File: config.mk
export PLATFORM = sky130hd
export DESIGN_NAME = bus_arb2
export DESIGN_NICKNAME = d
export VERILOG_FILES = /design/src/rtl/bus_arb2.sv
export SDC_FILE = /design/constraint.sdc
export NUM_CORES = 1
export LEC_CHECK = 0
export ABC_AREA = 1
export ABC_CLOCK_PERIOD_IN_PS = 2300
export CAP_MARGIN = 20
export CORE_MARGIN = 10
export CORE_UTILIZATION = 30
export CTS_BUF_LIST = sky130_fd_sc_hd__clkbuf_16
export DETAILED_ROUTE_END_ITERATION = 6
export GPL_ROUTABILITY_DRIVEN = 0
export HOLD_SLACK_MARGIN = 0.12
export PLACE_DENSITY_LB_ADDON = 0.2
export SYNTH_ARGS = -nofsm -noshare
export SYNTH_HDL_FRONTEND = slang
export SYNTH_SLANG_ARGS = --single-unit
File: constraint.sdc
create_clock -name clk -period 2.3 [get_ports clk]
set_clock_uncertainty 0.2 [all_clocks]
set_input_delay 0.69 -clock clk [delete_from_list [all_inputs] [get_ports clk]]
set_output_delay 0.69 -clock clk [all_outputs]
set_load 0.01 [all_outputs]
File: src/rtl/bus_arb2.sv
`default_nettype none
// +----------------------------------------------------------------------+
// | bus_arb2                                                             |
// | Two-requester round-robin arbiter with locked tenures, a hold limit  |
// | and an integrated output data select.                                |
// | Revision: 1.0                                                        |
// +----------------------------------------------------------------------+
module bus_arb2 #(
  parameter int WIDTH    = 32,
  parameter int MAX_HOLD = 8
) (
  input  logic             clk,
  input  logic             reset,
  input  logic             req_a,
  input  logic             lock_a,
  input  logic [WIDTH-1:0] data_a,
  input  logic             req_b,
  input  logic             lock_b,
  input  logic [WIDTH-1:0] data_b,
  output logic             gnt_a,
  output logic             gnt_b,
  output logic             out_valid,
  input  logic             out_ready,
  output logic [WIDTH-1:0] out_data,
  output logic             out_sel
);

  localparam int CW = $clog2(MAX_HOLD + 1);
  localparam logic [CW-1:0] C_MAX_HOLD = CW'(MAX_HOLD);

  typedef enum logic [1:0] {
    IDLE  = 2'd0,
    OWN_A = 2'd1,
    OWN_B = 2'd2
  } state_t;

  state_t          r_state, w_state_nxt;
  logic            r_prio, w_prio_nxt;
  logic            r_sel, w_sel_nxt;
  logic [CW-1:0]   r_hold_cnt, w_hold_nxt;
  logic [CW-1:0]   w_cnt_inc;
  logic            w_accept;
  logic            w_release;
  logic            w_rearb;
  logic            w_pick_b;

  always_ff @(posedge clk or negedge reset) begin
    if (!reset) begin
      r_state    <= IDLE;
      r_prio     <= 1'b0;
      r_sel      <= 1'b0;
      r_hold_cnt <= '0;
    end else begin
      r_state    <= w_state_nxt;
      r_prio     <= w_prio_nxt;
      r_sel      <= w_sel_nxt;
      r_hold_cnt <= w_hold_nxt;
    end
  end

  assign w_cnt_inc = r_hold_cnt + CW'(1);
  assign w_accept  = out_valid & out_ready;

  always_comb begin
    w_state_nxt = r_state;
    w_prio_nxt  = r_prio;
    w_sel_nxt   = r_sel;
    w_hold_nxt  = r_hold_cnt;
    w_release   = 1'b0;
    w_rearb     = 1'b0;
    w_pick_b    = 1'b0;

    case (r_state)
      IDLE: w_rearb = 1'b1;
      OWN_A: begin
        if (!req_a) begin
          w_release = 1'b1;
        end else if (w_accept) begin
          if (!lock_a || (w_cnt_inc == C_MAX_HOLD)) w_release = 1'b1;
          else w_hold_nxt = w_cnt_inc;
        end
      end
      OWN_B: begin
        if (!req_b) begin
          w_release = 1'b1;
        end else if (w_accept) begin
          if (!lock_b || (w_cnt_inc == C_MAX_HOLD)) w_release = 1'b1;
          else w_hold_nxt = w_cnt_inc;
        end
      end
      default: w_rearb = 1'b1;
    endcase

    if (w_release) begin
      w_rearb     = 1'b1;
      w_hold_nxt  = '0;
      w_state_nxt = IDLE;
    end

    // On contention a releasing owner always yields to the other side.
    if (w_rearb) begin
      if (req_a && req_b) begin
        if (r_state == OWN_A)      w_pick_b = 1'b1;
        else if (r_state == OWN_B) w_pick_b = 1'b0;
        else                       w_pick_b = r_prio;
      end else begin
        w_pick_b = req_b;
      end

      if (req_a || req_b) begin
        w_state_nxt = w_pick_b ? OWN_B : OWN_A;
        w_sel_nxt   = w_pick_b;
        w_prio_nxt  = ~w_pick_b;
        w_hold_nxt  = '0;
      end
    end
  end

  assign gnt_a     = (r_state == OWN_A);
  assign gnt_b     = (r_state == OWN_B);
  assign out_sel   = r_sel;
  assign out_valid = (gnt_a & req_a) | (gnt_b & req_b);
  assign out_data  = r_sel ? data_b : data_a;

endmodule
`default_nettype wire

==> out/metrics.yaml <==
postCtsSetupRepairBufs: 0
critical_path.reg2reg.endpoint: "r_hold_cnt[2]"
dieArea_mm2: 0.00648
result_of_the_run: "completed"
tritoncts_clock_tree: "yes"
yosys_warnings: 0
layout-drive-gt1-share_pct: 36.0
grtUsageTotal_pct: 15.4
critPathMaxStageDelay_ns: 0.36
timing.final.crit_share_pct: 96.5
timing.final.hold_violations: 0
cp_launch_type: "register"
ir_worst_vdd_uv: 446
timing.max_slew.rel_slack_pct: 77.0
ys_top_cells_by_count: "48 x sky130_fd_sc_hd__nand2_1, 32 x sky130_fd_sc_hd__mux2_2, 17 x sky130_fd_sc_hd__inv_1, 8 x sky130_fd_sc_hd__dfrtp_1, 8 x sky130_fd_sc_hd__nand3_1"
detail_route.first_pass.iterations: 4
clkTransAtPathRegs_ns: 0.04
layout_setup_ws_ns: 0.0796
fin_cells: 307
pre_cts_ws_ns: -0.467
drt.antenna.violating_nets: 0
postSynthRegisterBits: 8
synth_enable_flop_cells: 0
worst_reg2reg_path_startpoint: "r_hold_cnt[0]"
unrepaired_setup_endpoints_after_global_routing: "false"
holdPathEnd: "r_state[1]"
ys.flop_type: "sky130_fd_sc_hd__dfrtp_1"
final-max-slew-violation-count: 0
row_count: 21
count_of_endpoints_failing_setup_in_the_final_report: 0
dpl.hpwl_mm: 4.35
placedCellCount: 304
worstSetupPathType: "register to primary output"
fillers: 281
global_route_wire_length_before_repair_mm: 7.95
cts-buffers-inserted: 3
route.detailed.vias_per_inst: 4.61
post_synthesis_net_count: 222
crit_path_top_delay_cell: "sky130_fd_sc_hd__dfrtp_1"
via_count: 1415
synth_most_common_cell: "sky130_fd_sc_hd__nand2_1"
drv_cap: 0
cp-startpoint: "out_sel"
grt_start_max_net_pins: 35
antenna_found_initial: 0
die_y_um: 80.5
timing.fmax_ghz: 0.450
die_w_um: 80.5
detail_route.wl_per_cell_um: 16.8
r2r.worst_path.cells: 14
first_global_vias: 1566
yosysUniqueCellTypes: 20
num_antenna_cells: 0
port_buffers: 106
slack_of_the_worst_reg_to_reg_path_ns: 0.45
clock-sinks: 8
p_per_area_mw_per_mm2: 917
initial_utilization_pct: 31.9
io_pins: 107
synthArstFlopShare_pct: 100
hold_start: "r_state[1]"
postSynthCellCount: 148
critical_path_arrival_ns: 1.33
nNetsFinal: 337
mappedNetlistArea_mm2: 0.00110
cp_cell_sequence: "buf_12, mux2_4, buf_6"
synth.top_cells.by_area: "sky130_fd_sc_hd__mux2_2 33%, sky130_fd_sc_hd__dfrtp_1 18%, sky130_fd_sc_hd__nand2_1 16%, sky130_fd_sc_hd__inv_1 5.8%, sky130_fd_sc_hd__nand2_2 4.0%"
worst-path-max-fanout: 34
leakage_nw: 1.41
syn-mean-instance-area_um2: 7.42
design.core.area_mm2: 0.00344
synthDominantCellAreaShare_pct: 32.8
worstSkewPairLatency_ns: 0.23
htree_depth: 1
first_iter_violations: 72
wirelength_mm: 5.14
cp-end-kind: "primary output"
clk_path_buf_depth: 2
finalCriticalPeriod_ns: 2.22
clock-root-buffer: "sky130_fd_sc_hd__clkbuf_16"
drc_errors: 0
min_path_cells: 2
hold_path_class: "register to register"
critPathRequiredTime_ns: 1.41
actual_slew_at_the_worst_max_slew_pin_ns: 0.344
yosys.area.top_type: "sky130_fd_sc_hd__mux2_2"
synthesis_to_finish_area_growth_pct: 121
gr-total-overflow: 0
yosysSeqAreaShare_pct: 18.2
-- cell usage in the layout, fill, tap and decap left out --
cell / synthesis / routed
sky130_fd_sc_hd__a21oi_1: 1 / 1
sky130_fd_sc_hd__a21oi_2: 2 / 2
sky130_fd_sc_hd__buf_12: 0 / 1
sky130_fd_sc_hd__buf_4: 0 / 7
sky130_fd_sc_hd__buf_6: 0 / 33
sky130_fd_sc_hd__clkbuf_16: 0 / 3
sky130_fd_sc_hd__clkdlybuf4s50_1: 0 / 4
sky130_fd_sc_hd__dfrtp_1: 8 / 8
sky130_fd_sc_hd__dlygate4sd2_1: 0 / 66
sky130_fd_sc_hd__dlymetal6s2s_1: 0 / 3
sky130_fd_sc_hd__ha_1: 3 / 3
sky130_fd_sc_hd__inv_1: 17 / 17
sky130_fd_sc_hd__inv_2: 3 / 3
sky130_fd_sc_hd__mux2_4: 0 / 32
sky130_fd_sc_hd__nand2_1: 48 / 48
sky130_fd_sc_hd__nand2_2: 7 / 7
sky130_fd_sc_hd__nand2_4: 2 / 2
sky130_fd_sc_hd__nand3_1: 8 / 8
sky130_fd_sc_hd__nand3_2: 1 / 1
sky130_fd_sc_hd__nand3_4: 1 / 1
sky130_fd_sc_hd__nand4_1: 2 / 2
sky130_fd_sc_hd__nor2_1: 4 / 4
sky130_fd_sc_hd__nor2_4: 2 / 2
sky130_fd_sc_hd__o211ai_1: 2 / 2
sky130_fd_sc_hd__o21ai_0: 1 / 1
-- power breakdown --
part / leakage [nW] / internal [mW] / total, mW / switching [mW]
clock: 0.0370 / 0.224 / 0.289 / 0.0651
sequential: 0.103 / 0.184 / 0.212 / 0.0279
combinational: 1.27 / 0.952 / 1.73 / 0.777
-- cells by family (layout without fill, tap and decap cells) --
family / Yosys count / count (layout) / synth area share, %
flops: 8 / 8 / 18.2
compound gates: 6 / 6 / 3.87
buf+inv: 24 / 137 / 8.54
fa+ha+maj: 3 / 3 / 3.42
simple gates: 75 / 75 / 33.1
mux: 32 / 32 / 32.8
-- through the flow --
step           TNS, ns  total power, mW  cell area (um2)  hold WS (ns)  util [%]
2_1_floorplan        0             1.03             1100         0.194         -
3_3_place_gp    -14.57             1.77             2270         0.290      66.0
3_5_place_dp    -14.73             1.78             2270         0.296      66.0
4_1_cts         -0.114             2.25             2420         0.303      70.3
5_1_grt              0             2.39             2430         0.328      70.7
6_report             0             2.23             2430         0.301      70.7
-- worst max path at each step --
stage / endpoint / cells after the start
floorplan: out_data[10] / 3
global placement: out_data[4] / 3
detailed placement: out_data[17] / 3
CTS: out_data[17] / 3
global route: out_data[6] / 3
finish: out_data[3] / 3
-- critical path, delay by kind of cell (launching register included) --
kind,cells,cell delay (ns)
buffers and inverters,2,0.39
flip-flops,1,0.36
multiplexers,1,0.34
-- final cells by class --
type                    instances  area, um2  area share [%]
multi-input cells             116        925            38.0
well taps                      46       57.6            2.37
repair buffers                114       1100            45.2
clock buffers                   3       75.1            3.09
inverters                      20       75.1            3.09
flip-flops and latches          8        200            8.23
-- timing repair --
item / CTS / global route
gates resized for setup: 271 / 4
hold buffers: 0 / 0
hold endpoints to repair: 0 / 0
endpoints found under the setup margin: 35 / 2
-- metal layers --
layer	vias to the layer above	GRT usage [%]	part of all wire, %
li1	705	-	-
met1	619	16.3	35
met2	83	24.7	48
met3	8	9.47	15
met4	0	5.28	1.9
met5	-	0	0
-- state kept, by name, indices dropped and copies added (netlist names) --
name	count
r_hold_cnt	4
r_state	2
out_sel	1
r_prio	1
(Power assumes the default switching activity.)
